===== config.mk =====
export PLATFORM = sky130hd
export DESIGN_NAME = fifo_wr_arbiter_flat
export DESIGN_NICKNAME = d
export VERILOG_FILES = /design/src/rtl/fifo_arb_pkg.sv /design/src/rtl/fifo_wr_arbiter_if.sv /design/src/rtl/rr_prio_enc.sv /design/src/rtl/fifo_wr_arbiter.sv /design/src/flat_wrapper.sv
export SDC_FILE = /design/constraint.sdc
export NUM_CORES = 1
export LEC_CHECK = 0
export CAP_MARGIN = 20
export CORE_ASPECT_RATIO = 1.2
export CORE_MARGIN = 3
export CORE_UTILIZATION = 34
export CTS_BUF_LIST = sky130_fd_sc_hd__clkbuf_2
export DETAILED_ROUTE_END_ITERATION = 7
export GPL_ROUTABILITY_DRIVEN = 0
export PLACE_DENSITY = 0.95
export SLEW_MARGIN = 20
export SYNTH_ARGS = -nofsm -noshare
export SYNTH_HDL_FRONTEND = slang
export SYNTH_SLANG_ARGS = --single-unit

===== constraint.sdc =====
create_clock -name clk -period 3.3 [get_ports clk]
set_clock_uncertainty 0.15 [all_clocks]
set_input_delay 0.66 -clock clk [delete_from_list [all_inputs] [get_ports clk]]
set_output_delay 0.66 -clock clk [all_outputs]
set_load 0.01 [all_outputs]

===== src/rtl/fifo_arb_pkg.sv =====
// Shared types and helpers for the FIFO port arbiters.
// Holds the burst FSM state type and a round-robin pick function.
package fifo_arb_pkg;

   localparam int DEF_FIFO_WIDTH = 8;
   localparam int DEF_FIFO_DEPTH = 8;
   localparam int MAX_REQ        = 16;

   typedef enum logic {IDLE, LOCK} arb_state_e;

   // Rotate so rr_ptr sits at bit 0, take the lowest set bit, rotate back.
   function automatic logic [MAX_REQ-1:0] rr_pick(input logic [MAX_REQ-1:0] req,
                                                  input logic [3:0]         ptr,
                                                  input int                 n);
      logic [MAX_REQ-1:0] rot;
      logic [MAX_REQ-1:0] pick;
      logic [3:0]         idx;
      bit                 found;
      rot   = '0;
      pick  = '0;
      found = 1'b0;
      for (int i = 0; i < MAX_REQ; i++) begin
         if (i < n) begin
            idx    = 4'((int'(ptr) + i) % n);
            rot[i] = req[idx];
         end
      end
      for (int i = 0; i < MAX_REQ; i++) begin
         if (!found && (i < n) && rot[i]) begin
            idx       = 4'((int'(ptr) + i) % n);
            pick[idx] = 1'b1;
            found     = 1'b1;
         end
      end
      return pick;
   endfunction

endpackage


===== src/rtl/fifo_wr_arbiter_if.sv =====
// Producer-side bundle of the FIFO write arbiter: requests, data, backpressure
// and the resulting grant / FIFO write signals.
interface fifo_wr_arbiter_if #(
   parameter int NUM_REQ    = 4,
   parameter int FIFO_WIDTH = fifo_arb_pkg::DEF_FIFO_WIDTH
);
   logic [NUM_REQ-1:0]            req;
   logic [NUM_REQ*FIFO_WIDTH-1:0] req_data;
   logic                          full;
   logic [NUM_REQ-1:0]            gnt;
   logic                          wr_en;
   logic [FIFO_WIDTH-1:0]         data_in;
   logic [$clog2(NUM_REQ)-1:0]    owner;

   modport master (
      output req, req_data, full,
      input  gnt, wr_en, data_in, owner
   );

   modport slave (
      input  req, req_data, full,
      output gnt, wr_en, data_in, owner
   );
endinterface


===== src/rtl/rr_prio_enc.sv =====
// Masked round-robin priority encoder: one-hot pick of the first request at or
// above rr_ptr, wrapping to the lowest request when none lie above it.
module rr_prio_enc #(
   parameter int N     = 4,
   parameter int PTR_W = $clog2(N)
) (
   input  logic [N-1:0]     req,
   input  logic [PTR_W-1:0] rr_ptr,
   output logic [N-1:0]     gnt,
   output logic             valid
);
   localparam logic [N-1:0] ONE = N'(1);

   logic [N-1:0] mask;
   logic [N-1:0] masked;

   generate
      for (genvar gi = 0; gi < N; gi++) begin : g_mask
         assign mask[gi] = (PTR_W'(gi) >= rr_ptr);
      end
   endgenerate

   assign masked = req & mask;
   // x & -x isolates the lowest set bit.
   assign gnt    = (|masked) ? (masked & (~masked + ONE)) : (req & (~req + ONE));
   assign valid  = |req;

endmodule


===== src/rtl/fifo_wr_arbiter.sv =====
// Round-robin arbiter sharing one FIFO write port among NUM_REQ producers.
// Define FIFO_WR_ARB_BURST_EN to let a grant hold for up to BURST_LEN beats.
module fifo_wr_arbiter
   import fifo_arb_pkg::*;
#(
   parameter int NUM_REQ    = 4,
   parameter int FIFO_WIDTH = DEF_FIFO_WIDTH,
   parameter int BURST_LEN  = 4
) (
   input logic              clk,
   input logic              rst,
   fifo_wr_arbiter_if.slave bus
);
   localparam int PTR_W = $clog2(NUM_REQ);

   generate
      if (NUM_REQ < 2 || NUM_REQ > MAX_REQ || BURST_LEN < 1 || BURST_LEN > 16) begin : g_bad_param
         $error("fifo_wr_arbiter: NUM_REQ must be 2..16 and BURST_LEN 1..16");
      end
   endgenerate

   logic [PTR_W-1:0]      rr_ptr_reg, rr_ptr_next;
   logic [PTR_W-1:0]      owner_reg, owner_next;
   logic [NUM_REQ-1:0]    rr_gnt;
   logic                  rr_valid;
   logic [NUM_REQ-1:0]    gnt_core;
   logic [NUM_REQ-1:0]    gnt_out;
   logic [PTR_W-1:0]      gnt_idx;
   logic                  accept;
   logic [FIFO_WIDTH-1:0] slice_sel [NUM_REQ];
   logic [FIFO_WIDTH-1:0] data_mux;

   rr_prio_enc #(.N(NUM_REQ), .PTR_W(PTR_W)) u_enc (
      .req    (bus.req),
      .rr_ptr (rr_ptr_reg),
      .gnt    (rr_gnt),
      .valid  (rr_valid)
   );

`ifdef FIFO_WR_ARB_BURST_EN
   localparam int BEAT_W = $clog2(BURST_LEN + 1);

   arb_state_e        state_reg, state_next;
   logic [BEAT_W-1:0] beat_cnt_reg, beat_cnt_next;
   logic              lock_hold;

   // A lock whose owner has dropped req falls back to normal arbitration.
   assign lock_hold = (state_reg == LOCK) && bus.req[owner_reg];

   always_comb begin
      gnt_core = '0;
      if (!bus.full) begin
         if (lock_hold) begin
            gnt_core[owner_reg] = 1'b1;
         end else if (rr_valid) begin
            gnt_core = rr_gnt;
         end
      end
   end
`else
   always_comb begin
      gnt_core = '0;
      if (!bus.full && rr_valid) begin
         gnt_core = rr_gnt;
      end
   end
`endif

   assign accept = |gnt_core;

   always_comb begin
      gnt_idx = '0;
      for (int i = 0; i < NUM_REQ; i++) begin
         if (gnt_core[i]) gnt_idx = PTR_W'(i);
      end
   end

   always_comb begin
      rr_ptr_next = rr_ptr_reg;
      owner_next  = owner_reg;
      if (accept) begin
         rr_ptr_next = (gnt_idx == PTR_W'(NUM_REQ - 1)) ? '0 : gnt_idx + PTR_W'(1);
         owner_next  = gnt_idx;
      end
   end

`ifdef FIFO_WR_ARB_BURST_EN
   always_comb begin
      state_next    = state_reg;
      beat_cnt_next = beat_cnt_reg;
      if (accept) begin
         if (lock_hold) begin
            if (beat_cnt_reg == BEAT_W'(BURST_LEN - 1)) begin
               state_next    = IDLE;
               beat_cnt_next = '0;
            end else begin
               beat_cnt_next = beat_cnt_reg + BEAT_W'(1);
            end
         end else if (BURST_LEN > 1) begin
            state_next    = LOCK;
            beat_cnt_next = BEAT_W'(1);
         end else begin
            state_next    = IDLE;
            beat_cnt_next = '0;
         end
      end
   end

   always_ff @(posedge clk or posedge rst) begin
      if (rst) begin
         state_reg    <= IDLE;
         beat_cnt_reg <= '0;
      end else begin
         state_reg    <= state_next;
         beat_cnt_reg <= beat_cnt_next;
      end
   end
`endif

   always_ff @(posedge clk or posedge rst) begin
      if (rst) begin
         rr_ptr_reg <= '0;
         owner_reg  <= '0;
      end else begin
         rr_ptr_reg <= rr_ptr_next;
         owner_reg  <= owner_next;
      end
   end

   // Outputs are forced low for the whole reset pulse, not just after an edge.
   assign gnt_out = rst ? '0 : gnt_core;

   generate
      for (genvar gi = 0; gi < NUM_REQ; gi++) begin : g_slice
         assign slice_sel[gi] = bus.req_data[gi*FIFO_WIDTH +: FIFO_WIDTH] & {FIFO_WIDTH{gnt_out[gi]}};
      end
   endgenerate

   always_comb begin
      data_mux = '0;
      for (int i = 0; i < NUM_REQ; i++) begin
         data_mux = data_mux | slice_sel[i];
      end
   end

   assign bus.gnt     = gnt_out;
   assign bus.wr_en   = |gnt_out;
   assign bus.data_in = data_mux;
   assign bus.owner   = owner_reg;

endmodule

===== src/flat_wrapper.sv =====
// flat-port wrapper written by rule: the top's interface ports become plain ports
module fifo_wr_arbiter_flat import fifo_arb_pkg::*;
#(
   parameter int NUM_REQ    = 4,
   parameter int FIFO_WIDTH = DEF_FIFO_WIDTH,
   parameter int BURST_LEN  = 4
)
  (clk, rst, bus_req, bus_req_data, bus_full, bus_gnt, bus_wr_en, bus_data_in, bus_owner);
  fifo_wr_arbiter_if #(.NUM_REQ(NUM_REQ), .FIFO_WIDTH(FIFO_WIDTH)) bus_i ();
  input logic clk;
  input logic rst;
  input wire logic [$bits(bus_i.req)-1:0] bus_req;
  input wire logic [$bits(bus_i.req_data)-1:0] bus_req_data;
  input wire logic [$bits(bus_i.full)-1:0] bus_full;
  output wire logic [$bits(bus_i.gnt)-1:0] bus_gnt;
  output wire logic [$bits(bus_i.wr_en)-1:0] bus_wr_en;
  output wire logic [$bits(bus_i.data_in)-1:0] bus_data_in;
  output wire logic [$bits(bus_i.owner)-1:0] bus_owner;
  assign bus_i.req = bus_req;
  assign bus_i.req_data = bus_req_data;
  assign bus_i.full = bus_full;
  assign bus_gnt = bus_i.gnt;
  assign bus_wr_en = bus_i.wr_en;
  assign bus_data_in = bus_i.data_in;
  assign bus_owner = bus_i.owner;
  fifo_wr_arbiter #(.NUM_REQ(NUM_REQ), .FIFO_WIDTH(FIFO_WIDTH), .BURST_LEN(BURST_LEN)) u_core (.clk(clk), .rst(rst), .bus(bus_i));
endmodule

* Word-level counts from Yosys, hierarchy flattened *
Cells that the tools add are included.

word-level totals
  register bits = 4
  input port bits = 39
  output and inout port bits = 15
  word-level logic and storage cells = 35

operators by class
  $add $sub $neg = 3
  magnitude comparators = 4
  equal/unequal tests = 1
  muxes and demuxes = 7
  bitwise gates (word level) = 12
  reduce and logical (&&, ||, !) cells = 6

operators with widths
  kind                                                 number
  bitwise AND 8 bit                                    4
  bitwise OR 8 bit                                     3
  OR reduction 4 bit                                   4
  bitwise AND 4 bit                                    3
  two-way mux 4 bit                                    3
  adder 4 x 1 -> 4 bit (second input constant)         2
  inverter 4 bit                                       2
  two-way mux 2 bit                                    3
  >= comparator 1 x 2 -> 1 bit (first input constant)  2
  >= comparator 2 bit (first input constant)           2
  adder 2 x 1 -> 2 bit (second input constant)         1
  == test 2 bit (second input constant)                1
  logical AND 1 bit                                    1
  logical NOT 1 bit                                    1
  two-way mux 1 bit                                    1

* Logic depth before layout (Yosys ltp) *
  word-level depth = 12
  depth in mapped cells = 7
  gate-level depth less buffers = 5

* Hierarchy *
Synthesis repeated with hierarchy kept, for this count alone.

second synthesis, totals
  cells, all modules = 78
  area, all modules = 589.3 sq um

by module, submodules not included
  module           times used  cells an instance  area each (sq um)  seq. area each (sq um)
  fifo_wr_arbiter  1           58                 476.7              100.1
  rr_prio_enc      1           20                 112.6              0.0

* Least setup slack after synthesis *
No wires, ideal clock.

  path kind = in2out
  from = input port bus_req[0]
  to = output port bus_data_in[0]
  arrival = 1.857 ns
  required time = 2.490 ns
  setup slack = 0.633 ns
  stages = 6
  buffers on the path = 1
  path through = buf_6 > nor2b_4 > o221ai_2 > and3_4 > nor3b_4 > a221o_1

on the way
  elaborated cells on any way between the ends = 20
  those cells by class = add/sub: 2; mux: 3; bitwise: 12; reduce/logical: 3

RTL lines
  item                             line                    RTL
  start, declared                  flat_wrapper.sv:12      input wire logic [$bits(bus_i.req)-1:0] bus_req;
  bitwise AND 4 bit                rr_prio_enc.sv:23       assign masked = req & mask;
  inverter 4 bit                   rr_prio_enc.sv:25       assign gnt = (|masked) ? (masked & (~masked + ONE)) : (req & (~req + ONE));
  adder 4 x 1 -> 4 bit             rr_prio_enc.sv:25
  bitwise AND 4 bit                rr_prio_enc.sv:25
  two-way mux 4 bit                rr_prio_enc.sv:25
  two-way mux 4 bit *              fifo_wr_arbiter.sv:63   if (!bus.full && rr_valid) begin
  two-way mux 4 bit *              fifo_wr_arbiter.sv:131  assign gnt_out = rst ? '0 : gnt_core;
  net bus_gnt[2]                   flat_wrapper.sv:15      output wire logic [$bits(bus_i.gnt)-1:0] bus_gnt;
  bitwise AND 8 bit *              fifo_wr_arbiter.sv:135  assign slice_sel[gi] = bus.req_data[gi*FIFO_WIDTH +: FIFO_WIDTH] & {FIFO_WIDTH{gnt_out[gi]}};
  bitwise OR 8 bit * (2 in a row)  fifo_wr_arbiter.sv:142  data_mux = data_mux | slice_sel[i];
  end, declared                    flat_wrapper.sv:17      output wire logic [$bits(bus_i.data_in)-1:0] bus_data_in;

Mark *: on every way through the listed nets, which the timed path passes. The rest lies on a longest branch.

* Final worst setup path *
  from = input port bus_req[1]
  to = output port bus_gnt[1]

on the way
  longest elaborated chain between the ends = 7
  elaborated cells on any way between the ends = 13
  those cells by class = add/sub: 2; mux: 3; bitwise: 5; reduce/logical: 3

ends and longest elaborated chain
  item                  line
  bitwise AND 4 bit     rr_prio_enc.sv:23
  inverter 4 bit        rr_prio_enc.sv:25
  adder 4 x 1 -> 4 bit  rr_prio_enc.sv:25
  bitwise AND 4 bit     rr_prio_enc.sv:25
  two-way mux 4 bit     rr_prio_enc.sv:25
  two-way mux 4 bit *   fifo_wr_arbiter.sv:63
  two-way mux 4 bit *   fifo_wr_arbiter.sv:131
  end, declared         flat_wrapper.sv:15

Every way passes the cells marked *; elsewhere a longest branch is shown, timed or not.

==> summary.txt <==
CTS
  • Skew-Pair Late Insertion Delay: approximately 0.20 ns
  • CTS sink cnt: 4
  • Clock Tree Buf Depth: 2
  • Root Buffer: clkbuf_2
  • Clock buffer count from CTS: 3
  • CTS Hold Bufs: 0
  • Clock transition at path regs: 0.04 ns
  • H-tree levels: 1
  • CTS tree: done

Drt
  • DR vias: between 900 and 1000
  • Vias per std cell: 5.90
  • Number of remaining DRC errors: 0
  • Routed Antenna Nets: 0
  • Total Wirelength: 2.91 mm
  • Post-DR wirelength/cell: 17.5 µm
  • DR iter-0 viols: 19
  • First-pass iteration count of the detailed router: 4

Critical path
  • Crit-path slowest cell: clkdlybuf4s50_1
  • R2R cell count: 6
  • Critical path arrival: about 2.4 ns
  • Crit start category: input port
  • CP required: 2.49 ns
  • Critical Path End Type: primary output
  • Cells along the critical path: clkdlybuf4s50_1, buf_4, o221a_4, buf_4, and2_1, clkdlybuf4s50_1
  • Crit path max fanout: 9
  • Slowest Stage Delay on Critical Path: 0.55 ns
  • CP Class: input port to primary output

Finish
  • Final Non-Filler Cells: 166
  • Antenna diode instance count: 0
  • Final nets: between 150 and 200
  • Design area: approximately 0.0013 mm²
  • Leading cell type in the layout, fill and taps excluded: clkdlybuf4s50_1
  • Layout cells sized above 1: 0.243
  • Commonest non-fill, non-tap cells in the layout: clkdlybuf4s50_1 (42), buf_4 (17), nor2_1 (15)
  • Area grow syn2layout: 118%

Synth
  • Top post-synthesis cells by area: dfrtp_1 (17%), a221o_1 (13%), a32oi_1 (12%)
  • Yosys top cell area share: 0.165
  • Synth unique cells: 31
  • Yosys warning total: 0
  • Flops & latches, synth: 4
  • Post-Syn Area: approximately 600 µm²
  • Syn avg cell area: 7.97 µm²
  • Syn_nets: about 120
  • Cell taking the most area after synthesis: dfrtp_1
  • Sequential share of the synthesized area: 0.165
  • Post-Syn Instances: 76

Timing
  • Setup ws final: ~0.07 ns
  • Minimum clock period after layout: between 3 and 4 ns
  • Slew margin rel.: 0.647
  • Peak Freq: 0.309 GHz
  • Final setup fails: 0
  • Worst Max-Slew Pin Slew: ~0.53 ns
  • Final Hold Fails: 0
  • Slew Viols, Final: 0
  • Setup repair after global routing missed its margin: no
  • Final worst path period share: 0.979

Global routing
  • Total track usage: 0.243
  • Largest net degree at the start of global routing: 11
  • GRT overflow: 0
  • Global-route wire length before repair: 4.24 mm
  • Initial antenna violation count: 0
  • Vias in the first global route: 950

Hold path
  • Min-Delay Path Depth: 1
  • Hold WC Path Type: flip-flop to flip-flop

Floorplanning
  • Die area: 0.00233 mm²
  • Initial Utilization: 0.364
  • Die X: 44.5 µm
  • Die height: between 50 and 60 µm
  • Rows: 16
  • Core area: 0.00166 mm²
  • I/O Pins: 54

Outcome
  • Status: finished, final reports clean

Placed design
  • Post-Place Cells: 160
  • Post-placement worst setup slack: -0.287 ns
  • Placed inst area: 0.00126 mm²
  • Buffers on Ports: 53
  • Dpl hpwl: 2.27 mm

Run
  • MaxCap Viol Count: 0

Pwr
  • Final Power: around 0.00052 W
  • Peak supply drop: roughly 0.42 mV
  • PD cells: 390 mW/mm²
  • LEAKAGE: 0.577 nW
-- per-stage QoR --
stage | setup TNS (ns) | hold WS, ns | utilization
2_1_floorplan | 0 | 0.276 | -
3_3_place_gp | -1.93 | 0.346 | 0.761
3_5_place_dp | -2.51 | 0.356 | 0.761
4_1_cts | 0 | 0.367 | 0.775
5_1_grt | 0 | 0.387 | 0.795
6_report | 0 | 0.362 | 0.795
-- layer usage --
layer	global-route usage	share of wire
met2	0.435	0.50
met3	0.0584	0.10
met5	0	0
met1	0.264	0.38
met4	0.101	0.012
-- path summary, 6_finish.rpt --
kind | slack (ns) | startpoint | end
max in group asynchronous | 2.16 | rst | u_core.bus.owner[0]
worst min register to register | 0.36 | u_core.bus.owner[0] | u_core.bus.owner[0]
worst max-delay path | 0.07 | bus_req[1] | bus_gnt[1]
worst max register to register | 1.34 | u_core.rr_ptr_reg[1] | u_core.bus.owner[1]
min in group asynchronous | 0.68 | rst | u_core.rr_ptr_reg[1]
worst min-delay path | 0.36 | u_core.bus.owner[0] | u_core.bus.owner[0]
-- logic make-up after synthesis --
group,Yosys count,share of synthesized area
AO/OA/AOI/OAI,35,0.481
buffers and inverters,8,0.0806
flip-flops,4,0.165
multiplexers,1,0.0186
AND/OR/NAND/NOR,28,0.254
-- Yosys cell counts (all sizes together) --
cell     n
o32ai    1
or2      1
o21ai    4
nand2    3
nand2b   3
and3     1
a21boi   2
o221a    1
buf      2
nor2b    1
o221ai   1
o211ai   1
inv      4
dfrtp    4
a32oi    8
a221o    9
a31oi    1
and2     1
nand3    1
a21oi    6
nor3b    1
a211o    1
mux2     1
nor2    16
clkbuf   2
-- what timing repair did --
item	in CTS	in global routing
hold endpoints to repair	0	0
setup endpoints to repair	11	6
pin swaps	0	1
buffers inserted	2	0
cloned	0	1
gates resized for setup	11	5
-- report_power, final --
part,internal (W),switching [W],total [W]
Sequential,0.0000712,0.0000343,0.000106
Combinational,0.000208,0.000160,0.000368
Clock,0.0000244,0.0000177,0.0000421
-- final cells by class --
class,instances,area (µm²)
inverters,4,15.0
multi-input cells,65,489
flip-flops and latches,4,100
repair buffers,72,679
clock buffers,3,15.0
well taps,18,22.5
fillers,111,340
-- worst max-delay path, delay by kind of cell --
family	cells	cell delay, ns
AOI/OAI and AO/OA	1	0.24
and+or+nand+nor	1	0.12
buffers and inverters	4	1.41
No activity file was read; power rests on OpenSTA's default activity.
